--- src/rtl/fsmc_reg_ctrl_pkg.sv ---
// Shared register map, bit positions and FSM state encoding for the FSMC slave.
// Latency: n/a (declarations only).
// Backpressure: n/a.
package fsmc_reg_ctrl_pkg;

    localparam logic [15:0] ID_VALUE_DEF = 16'hF5C1;

    // Register indices
    localparam int REG_ID      = 0;
    localparam int REG_LED     = 1;
    localparam int REG_COUNT   = 2;
    localparam int REG_SCRATCH = 3;
    localparam int REG_CTRL    = 4;
    localparam int REG_STATUS  = 5;
    localparam int REG_WRCNT   = 6;

    // CTRL / STATUS bit positions
    localparam int CTRL_CLEAR_BIT  = 0;
    localparam int CTRL_SRC_BIT    = 1;
    localparam int STATUS_LOCK_BIT = 0;
    localparam int STATUS_PERR_BIT = 1;

    typedef enum logic [1:0] {
        ST_IDLE     = 2'd0,
        ST_WRITE    = 2'd1,
        ST_READ     = 2'd2,
        ST_WAIT_END = 2'd3
    } fsm_state_t;

endpackage

--- src/rtl/fsmc_reg_ctrl_regfile.sv ---
// Register file: write decode/commit, combinational read mux, LED source select.
// Latency: register updates on the edge after wr_en_i; read mux is combinational.
// Backpressure: none; every wr_en_i pulse is accepted and counted in WRCNT.
module fsmc_regfile
    import fsmc_reg_ctrl_pkg::*;
#(
    parameter int          ADDR_W   = 4,
    parameter logic [15:0] ID_VALUE = ID_VALUE_DEF
) (
    input  logic              clk,
    input  logic              nrst,
    input  logic              wr_en_i,
    input  logic [ADDR_W-1:0] wr_addr_i,
    input  logic [15:0]       wr_data_i,
    input  logic [ADDR_W-1:0] rd_addr_i,
    output logic [15:0]       rd_data_o,
    input  logic [15:0]       pulse_count_i,
    input  logic              pll_lock_i,
    input  logic              perr_set_i,
    output logic              cnt_clear_o,
    output logic [7:0]        leds_o
);

    logic [15:0] led_q;
    logic [15:0] scratch_q;
    logic [15:0] wrcnt_q;
    logic        src_q;
    logic        perr_q;
    logic        cnt_clear_q;
    logic [31:0] wr_idx;
    logic [31:0] rd_idx;

    assign wr_idx = 32'(wr_addr_i);
    assign rd_idx = 32'(rd_addr_i);

    // Commit writes; clear strobe self-clears; a new protocol error beats a clear request
    always_ff @(posedge clk or negedge nrst) begin
        if (!nrst) begin
            led_q       <= '0;
            scratch_q   <= '0;
            wrcnt_q     <= '0;
            src_q       <= 1'b0;
            perr_q      <= 1'b0;
            cnt_clear_q <= 1'b0;
        end else begin
            cnt_clear_q <= 1'b0;
            if (perr_set_i) begin
                perr_q <= 1'b1;
            end
            if (wr_en_i) begin
                wrcnt_q <= wrcnt_q + 16'd1;
                case (wr_idx)
                    REG_LED:     led_q     <= wr_data_i;
                    REG_SCRATCH: scratch_q <= wr_data_i;
                    REG_CTRL: begin
                        src_q       <= wr_data_i[CTRL_SRC_BIT];
                        cnt_clear_q <= wr_data_i[CTRL_CLEAR_BIT];
                    end
                    REG_STATUS: begin
                        if (wr_data_i[STATUS_PERR_BIT] && !perr_set_i) begin
                            perr_q <= 1'b0;
                        end
                    end
                    default: ;
                endcase
            end
        end
    end

    // Read mux; COUNT is live here and gets snapshotted by the caller on read entry
    always_comb begin
        rd_data_o = '0;
        case (rd_idx)
            REG_ID:      rd_data_o = ID_VALUE;
            REG_LED:     rd_data_o = led_q;
            REG_COUNT:   rd_data_o = pulse_count_i;
            REG_SCRATCH: rd_data_o = scratch_q;
            REG_CTRL:    rd_data_o[CTRL_SRC_BIT] = src_q;
            REG_STATUS: begin
                rd_data_o[STATUS_LOCK_BIT] = pll_lock_i;
                rd_data_o[STATUS_PERR_BIT] = perr_q;
            end
            REG_WRCNT:   rd_data_o = wrcnt_q;
            default:     rd_data_o = '0;
        endcase
    end

    assign cnt_clear_o = cnt_clear_q;
    assign leds_o      = src_q ? pulse_count_i[7:0] : led_q[7:0];

endmodule

--- src/rtl/fsmc_reg_ctrl.sv ---
// FSMC NOR/SRAM slave: synchronises the async bus and sequences reads/writes into the register file.
// Latency: 2 clk sync, read data latched 1 clk later; write lands 2 clk after the synced nwe/ne rise.
// Backpressure: none; the host must keep ADDSET+DATAST >= 4 clk so read data is ready when sampled.
module fsmc_reg_ctrl
    import fsmc_reg_ctrl_pkg::*;
#(
    parameter int          ADDR_W   = 4,
    parameter logic [15:0] ID_VALUE = ID_VALUE_DEF
) (
    input  logic              clk,
    input  logic              nrst,
    input  logic              fsmc_ne,
    input  logic              fsmc_noe,
    input  logic              fsmc_nwe,
    input  logic [ADDR_W-1:0] fsmc_addr,
    input  logic [15:0]       fsmc_d_in,
    output logic [15:0]       fsmc_d_out,
    output logic              fsmc_d_oe,
    input  logic [15:0]       pulse_count,
    input  logic              pll_lock,
    output logic              cnt_clear,
    output logic [7:0]        leds
);

    localparam int SYNC_W = 3 + ADDR_W + 16;
    // Strobes idle high so reset never looks like an access in flight
    localparam logic [SYNC_W-1:0] SYNC_RST = {3'b111, {(ADDR_W + 16){1'b0}}};

    logic [SYNC_W-1:0] sync1_q;
    logic [SYNC_W-1:0] sync2_q;
    logic              ne_s;
    logic              noe_s;
    logic              nwe_s;
    logic [ADDR_W-1:0] addr_s;
    logic [15:0]       d_s;
    logic              proto_err;

    fsm_state_t        state_q;
    logic [ADDR_W-1:0] hold_addr_q;
    logic [15:0]       hold_data_q;
    logic              wr_en_q;
    logic              perr_set_q;
    logic [15:0]       rd_data_q;
    logic              rd_valid_q;
    logic [15:0]       rf_rdata;

    // Two-flop synchroniser for the whole bus, so every field sees the same latency
    always_ff @(posedge clk or negedge nrst) begin
        if (!nrst) begin
            sync1_q <= SYNC_RST;
            sync2_q <= SYNC_RST;
        end else begin
            sync1_q <= {fsmc_ne, fsmc_noe, fsmc_nwe, fsmc_addr, fsmc_d_in};
            sync2_q <= sync1_q;
        end
    end

    assign ne_s      = sync2_q[SYNC_W-1];
    assign noe_s     = sync2_q[SYNC_W-2];
    assign nwe_s     = sync2_q[SYNC_W-3];
    assign addr_s    = sync2_q[16 +: ADDR_W];
    assign d_s       = sync2_q[15:0];
    assign proto_err = !ne_s && !noe_s && !nwe_s;

    // Access sequencer: capture while nwe low, commit on its rise; snapshot read data on entry
    always_ff @(posedge clk or negedge nrst) begin
        if (!nrst) begin
            state_q     <= ST_IDLE;
            hold_addr_q <= '0;
            hold_data_q <= '0;
            wr_en_q     <= 1'b0;
            perr_set_q  <= 1'b0;
            rd_data_q   <= '0;
            rd_valid_q  <= 1'b0;
        end else begin
            wr_en_q    <= 1'b0;
            perr_set_q <= 1'b0;
            case (state_q)
                ST_IDLE: begin
                    if (proto_err) begin
                        state_q    <= ST_WAIT_END;
                        perr_set_q <= 1'b1;
                    end else if (!ne_s && !nwe_s) begin
                        state_q     <= ST_WRITE;
                        hold_addr_q <= addr_s;
                        hold_data_q <= d_s;
                    end else if (!ne_s && !noe_s) begin
                        state_q    <= ST_READ;
                        rd_data_q  <= rf_rdata;
                        rd_valid_q <= 1'b1;
                    end
                end
                ST_WRITE: begin
                    if (proto_err) begin
                        state_q    <= ST_WAIT_END;
                        perr_set_q <= 1'b1;
                    end else if (!ne_s && !nwe_s) begin
                        hold_addr_q <= addr_s;
                        hold_data_q <= d_s;
                    end else begin
                        state_q <= ST_IDLE;
                        wr_en_q <= 1'b1;
                    end
                end
                ST_READ: begin
                    if (proto_err) begin
                        state_q    <= ST_WAIT_END;
                        perr_set_q <= 1'b1;
                        rd_valid_q <= 1'b0;
                    end else if (ne_s || noe_s) begin
                        state_q    <= ST_IDLE;
                        rd_valid_q <= 1'b0;
                    end
                end
                default: begin
                    if (ne_s) begin
                        state_q <= ST_IDLE;
                    end
                end
            endcase
        end
    end

    fsmc_regfile #(
        .ADDR_W   (ADDR_W),
        .ID_VALUE (ID_VALUE)
    ) u_regfile (
        .clk           (clk),
        .nrst          (nrst),
        .wr_en_i       (wr_en_q),
        .wr_addr_i     (hold_addr_q),
        .wr_data_i     (hold_data_q),
        .rd_addr_i     (addr_s),
        .rd_data_o     (rf_rdata),
        .pulse_count_i (pulse_count),
        .pll_lock_i    (pll_lock),
        .perr_set_i    (perr_set_q),
        .cnt_clear_o   (cnt_clear),
        .leds_o        (leds)
    );

    // Raw pins gate the pad so the bus is released without waiting for the synchroniser
    assign fsmc_d_oe  = rd_valid_q & ~fsmc_ne & ~fsmc_noe;
    assign fsmc_d_out = rd_data_q;

endmodule

--- config.mk ---
export PLATFORM = sky130hd
export DESIGN_NAME = fsmc_reg_ctrl
export DESIGN_NICKNAME = d
export VERILOG_FILES = /design/src/rtl/fsmc_reg_ctrl_pkg.sv /design/src/rtl/fsmc_reg_ctrl_regfile.sv /design/src/rtl/fsmc_reg_ctrl.sv
export SDC_FILE = /design/constraint.sdc
export NUM_CORES = 1
export LEC_CHECK = 0
export BUFFER_PORTS_ARGS = -buffer_cell sky130_fd_sc_hd__buf_4
export CORE_MARGIN = 2
export CORE_UTILIZATION = 30
export CTS_CLUSTER_SIZE = 16
export DETAILED_ROUTE_END_ITERATION = 10
export PLACE_DENSITY_LB_ADDON = 0.15
export SYNTH_ARGS = -nofsm -noshare
export SYNTH_HDL_FRONTEND = slang
export SYNTH_SLANG_ARGS = --single-unit
--- constraint.sdc ---
create_clock -name clk -period 2.46 [get_ports clk]
set_input_delay 0.369 -clock clk [delete_from_list [all_inputs] [get_ports clk]]
set_output_delay 0.369 -clock clk [all_outputs]
set_load 0.01 [all_outputs]
* Word level (Yosys, flattened, before mapping)
Index checks and enable logic that the tools add are counted.
** Word-level totals
- Register bits :: 138
- Input bits :: 42
- Output and inout bits :: 26
- Word-level logic and storage cells :: 92
** Operators by class
- $add $sub $neg :: 1
- Equality and inequality tests :: 18
- Mux-type cells :: 30
- Bitwise gates (word level) :: 6
- Reductions and logical operators :: 22
** Operator list (number)
- $pmux W14 S5 :: 1
- $logic_not A32 Y1 :: 1
- $eq A4 B3 Y1 const B :: 5
- $add A16 B1 Y16 const B :: 1
- $mux W1 :: 16
- $mux W2 :: 8
- $eq A4 B2 Y1 const B :: 3
- $pmux W1 S6 :: 2
- $eq A4 B1 Y1 const B :: 2
- $mux W8 :: 1
- $reduce_and A4 Y1 :: 2
- $ne A2 B2 Y1 const B :: 3
- $ne A3 B3 Y1 const B :: 2
- $pmux W2 S3 :: 1
- $reduce_and A2 Y1 :: 3
- $reduce_and A5 Y1 :: 1
- $logic_and A1 B1 Y1 :: 4
- $logic_not A1 Y1 :: 4
- $ne A4 B4 Y1 const B :: 1
- $not A1 Y1 :: 4
- $reduce_bool A4 Y1 :: 1
- $reduce_and A3 Y1 :: 1
- $reduce_or A3 Y1 :: 1
- $and A1 B1 Y1 :: 2
- other kinds (7) :: 7

* Logic depth before layout (Yosys ltp)
- Depth in word-level cells :: 6
- Mapped depth :: 7
- Gate-level depth less buffers :: 6

* Modules after synthesis
Synthesis repeated with hierarchy kept, for this count alone.
** Unflattened totals
- Cells, all modules :: 377
- Area total of the unflattened synthesis :: 5675.4 um2
** By module, submodules not included
- fsmc_reg_ctrl :: times used 1, cells an instance 159, area an instance 2896.5 um2, seq. area each 2184.6 um2
- fsmc_regfile :: times used 1, cells an instance 218, area an instance 2778.9 um2, seq. area each 1276.2 um2

* Worst setup path after synthesis
Ideal clock, no wire load.
- Path kind :: flip-flop to flip-flop
- Start :: register state_q[0]
- End :: register hold_addr_q[0]
- Setup time :: 125 ps
- Arrival :: 1587 ps
- Required time :: 2335 ps
- Setup slack :: 748 ps
- Cell stages (with the launch flop) :: 7
- Buffers on the path :: 2
- Clock period less this slack :: 1712 ps
- Cells stage by stage :: dfrtp_1 inv_1 ha_1 clkbuf_1 o211a_1 buf_2 mux2_2
** Between the ends
- Longest elaborated chain between the ends :: 3
- Elaborated cells between the ends (all ways) :: 4
- Those cells by class :: eq/ne: 1; reduce/logical: 3
** RTL lines
- from (decl) :: line fsmc_reg_ctrl.sv:38 : fsm_state_t state_q;
- from (signal assigned) :: line fsmc_reg_ctrl.sv:68 : state_q <= ST_IDLE;
- from (signal assigned) :: line fsmc_reg_ctrl.sv:81 : state_q <= ST_WAIT_END;
- from (signal assigned) :: line fsmc_reg_ctrl.sv:84 : state_q <= ST_WRITE;
- $eq A2 B1 Y1 / $logic_not A2 Y1 (equally long branches) :: line fsmc_reg_ctrl.sv:78 : case (state_q)
- $reduce_or A2 Y1 (no line) *
- $reduce_and A3 Y1 (no line) *
- to (signal assigned) :: line fsmc_reg_ctrl.sv:85 : hold_addr_q <= addr_s;
- to (signal assigned) :: line fsmc_reg_ctrl.sv:98 : hold_addr_q <= addr_s;
- to (decl) :: line fsmc_reg_ctrl.sv:39 : logic [ADDR_W-1:0] hold_addr_q;
Every way passes the cells marked *; elsewhere a longest branch is shown, timed or not.
A chain may end at the register's enable or synchronous reset.

* Worst setup path in the final report
- Start :: register u_regfile.src_q
- End :: output leds[2]
** Between the ends
- Longest elaborated chain between the ends :: 1
** RTL lines
- from (decl) :: line fsmc_reg_ctrl_regfile.sv:27 : logic src_q;
- from (signal assigned) :: line fsmc_reg_ctrl_regfile.sv:56 : src_q <= wr_data_i[CTRL_SRC_BIT];
- $mux W8 :: line fsmc_reg_ctrl_regfile.sv:89 : assign leds_o = src_q ? pulse_count_i[7:0] : led_q[7:0];
- to (decl) :: line fsmc_reg_ctrl.sv:22 : output logic [7:0] leds
Every way passes these cells.

==> results.sh <==
export IMPL_setup_viol=0
export IMPL_synth_seq_cells=138
export IMPL_finClkSkew_ps=8.257
export IMPL_antenna_found_initial=0
export IMPL_clock_sinks=138
export IMPL_synth_nets=451
export IMPL_rr_worst_depth=4
export IMPL_place_gp_congestion=0.8062
export IMPL_fin_util_pct=38.72
export IMPL_r2r_end="fsmc_d_out[2]$_DFFE_PN0P_"
export IMPL_design_die_area_sq_um=19750
export IMPL_ioPinCount=68
export IMPL_clock_latency_ps=420
export IMPL_timing_setup_tns_ps=0
export IMPL_cts_setup_buffers=0
export IMPL_drive_gt1_share_pct=37.27
export IMPL_cts_buffers=17
export IMPL_die_h_um=140.5
export IMPL_outcome="completed"
export IMPL_area_growth_pct=25.67
export IMPL_maxCapViolCount=0
export IMPL_port_buffers=67
export IMPL_post_drt_wl_per_cell_um=18.09
export IMPL_power_density_nw_per_um2=1052
export IMPL_final_antenna_net_count=0
export IMPL_r2r_start="sync2_q[18]$_DFF_PN0_"
export IMPL_cp_top_family="flip-flops"
export IMPL_globalRouteTotalUtil_pct=14.08
export IMPL_routed_wl_um=13030
export IMPL_drv_slew=0
export IMPL_fp_coreArea_sq_um=18150
export IMPL_synth_area_sq_um=5592
export IMPL_worstSetupEndpointType="output port"
export IMPL_worstHoldStart="fsmc_addr[3]"
export IMPL_die_width_um=140.5
export IMPL_initial_core_util_pct=30.81
export IMPL_leakage_nw=3.273
export IMPL_final_nets=525
export IMPL_syn_inst=404
export IMPL_ys_seq_area_share_pct=61.89
export IMPL_maxSlewHeadroom_pct=49.35
export IMPL_start_kind="flop"
export IMPL_worstPathCellList="mux2_2 > buf_4"
export IMPL_worstPathArrival_ps=1710
export IMPL_gr_total_overflow=0
export IMPL_worstPathMaxFanout=10
export IMPL_synth_flop_cell="dfrtp_1"
export IMPL_synth_cell_type_count=55
export IMPL_path_buf_inv=1
export IMPL_cts_tree="built"
export IMPL_worst_r2r_setup_slack_ps=460
export IMPL_via_count=3472
export IMPL_synth_edff_count=0
export IMPL_dpl_hpwl_um=9162
export IMPL_peakVddDrop_mv=0.4890
export IMPL_total_power_mw=7.390
export IMPL_critPathMaxStageDelay_ps=700
export IMPL_hold_path_endpoint="sync1_q[19]$_DFF_PN0_"
export IMPL_period_needed_ps=2075
export IMPL_htreeDepth=4
export IMPL_fin_hold_ws_ps=50.69
export IMPL_hold_viol=0
export IMPL_rsz0062_at_grt="false"
export IMPL_cts_buffer_depth=2
export IMPL_tightest_slew_ps=759.8
export IMPL_hp_class="input pin to flop"
export IMPL_grt_max_degree=54
export IMPL_drc=0
export IMPL_rows=49
export IMPL_root_buffer="clkbuf_16"
export IMPL_grt_first_pass_wirelength_um=21070
export IMPL_avgSynthCellArea_sq_um=13.84
export IMPL_drtIter0Drc=220
export IMPL_ys_warn_count=0
export IMPL_clk_pin_slew_ps=60
export IMPL_vias_per_cell=4.822
export IMPL_async_reset_ff_share_pct=100.0
export IMPL_firstDrtPassIters=4
export IMPL_timing_final_crit_share_pct=84.35
export IMPL_critical_path_required_ps=2090
export IMPL_cts_repair_resized=0
export IMPL_max_clock_freq_mhz=481.9
export IMPL_slowest_stage="dfrtp_1"
export IMPL_antennaDiodeCount=0
export IMPL_hold_path_depth=1
export IMPL_first_global_vias=3676
export IMPL_critPathKind="flop to output port"
## how the worst max path moves through the flow
stage / start / end / slack [ps] / cells after the start
2_1_floorplan: state_q[0]$_DFFE_PN0P_ / hold_addr_q[0]$_DFFE_PN0P_ / 750 / 6
3_3_place_gp: sync2_q[18]$_DFF_PN0_ / fsmc_d_out[2]$_DFFE_PN0P_ / 510 / 4
3_5_place_dp: state_q[0]$_DFFE_PN0P_ / fsmc_d_out[8]$_DFFE_PN0P_ / 520 / 5
4_1_cts: u_regfile.src_q$_DFFE_PN0P_ / leds[2] / 350 / 2
5_1_grt: u_regfile.src_q$_DFFE_PN0P_ / leds[2] / 320 / 2
6_report: u_regfile.src_q$_DFFE_PN0P_ / leds[2] / 380 / 2
## sequential cells by signal (all words and copies together) (netlist names), 2 cells and up
register and cells:
sync1_q 23, hold_addr_q 4, sync2_q 23, u_regfile.wrcnt_q 16
state_q 2, u_regfile.scratch_q 16, fsmc_d_out 16, u_regfile.led_q 16
hold_data_q 16
## metal layers
metal / routed length (um) / global-route usage (%)
met5: 0 / 0
met4: 214 / 5.368
met3: 458 / 3.761
met2: 6272 / 22.19
met1: 6080 / 18.66
## where the power goes
| group | internal, mW | total (mW) | switching [mW] | leakage [nW] |
|---|---|---|---|---|
| clock | 1.85 | 2.80 | 0.949 | 0.320 |
| sequential | 2.80 | 3.24 | 0.442 | 1.74 |
| combinational | 0.791 | 1.36 | 0.564 | 1.21 |
## metrics by stage
step / area (sq um) / cells / worst slack (ps)
floorplan: 5592 / 404 / 748.4
global placement: 6365 / 687 / 515.0
detailed placement: 6365 / 687 / 523.6
CTS: 7027 / 720 / 346.7
global route: 7027 / 720 / 319.8
finish: 7027 / 720 / 384.9
## Yosys cell counts (2+ instances only)
cell type,count,area (sq um)
dfrtp_1,132,3303
mux2_2,63,709.4
nand2_1,22,82.58
mux2i_1,18,180.2
nor2_1,13,48.80
a22o_1,12,105.1
xnor2_1,11,96.34
buf_2,9,45.04
clkbuf_1,9,33.78
nor2b_1,8,50.05
o21ai_0,8,40.04
inv_1,7,26.28
dfstp_2,6,157.7
o22ai_1,6,37.54
ha_1,5,62.56
o2bb2ai_1,5,43.79
a21oi_1,4,20.02
a31oi_1,4,25.02
and3_1,4,25.02
nand2b_1,4,25.02
nand4_1,4,25.02
o32a_1,4,40.04
xor2_1,4,35.03
a21boi_0,3,22.52
o32ai_1,3,26.28
a22oi_1,2,15.01
a2bb2oi_1,2,17.52
buf_6,2,22.52
nand3_1,2,10.01
nor3_1,2,10.01
nor3b_1,2,15.01
## placed cells by master, fill, tap and decap left out, types with 4 or more instances in the layout
master / synthesis / routed
dfrtp_1: 132 / 132
buf_4: 1 / 73
mux2_2: 63 / 63
nand2_1: 22 / 22
mux2i_1: 18 / 18
clkbuf_16: 0 / 17
nor2_1: 13 / 13
a22o_1: 12 / 12
xnor2_1: 11 / 11
nor2b_1: 8 / 8
o21ai_0: 8 / 8
inv_1: 7 / 7
o22ai_1: 6 / 6
dfstp_2: 6 / 6
o2bb2ai_1: 5 / 5
ha_1: 5 / 5
bufinv_16: 0 / 5
nand4_1: 4 / 4
and3_1: 4 / 4
xor2_1: 4 / 4
a21oi_1: 4 / 4
o32a_1: 4 / 4
a31oi_1: 4 / 4
nand2b_1: 4 / 4
clkinv_2: 0 / 4
## cells by family after synthesis
family	Yosys count	share of synthesized area, %
buf+inv	29	2.484
mux	81	15.91
fa+ha+maj	5	1.119
xor+xnor	15	2.349
simple gates	74	7.742
compound gates	62	8.503
flops	138	61.89
## cell type report
cell class	count	area (sq um)
well taps	229	286.5
flip-flops and latches	138	3461
clock inverters	12	195.2
clock buffers	20	456.7
multi-input cells	237	1992
fillers	1743	11120
repair buffers	77	609.3
inverters	7	26.28
## repair_timing
action | in CTS | in global routing
hold endpoints to repair | 25 | 0
hold buffers | 1 | 0
setup endpoints to repair | 0 | 0
Note: power is estimated with default switching activity, not from simulation.
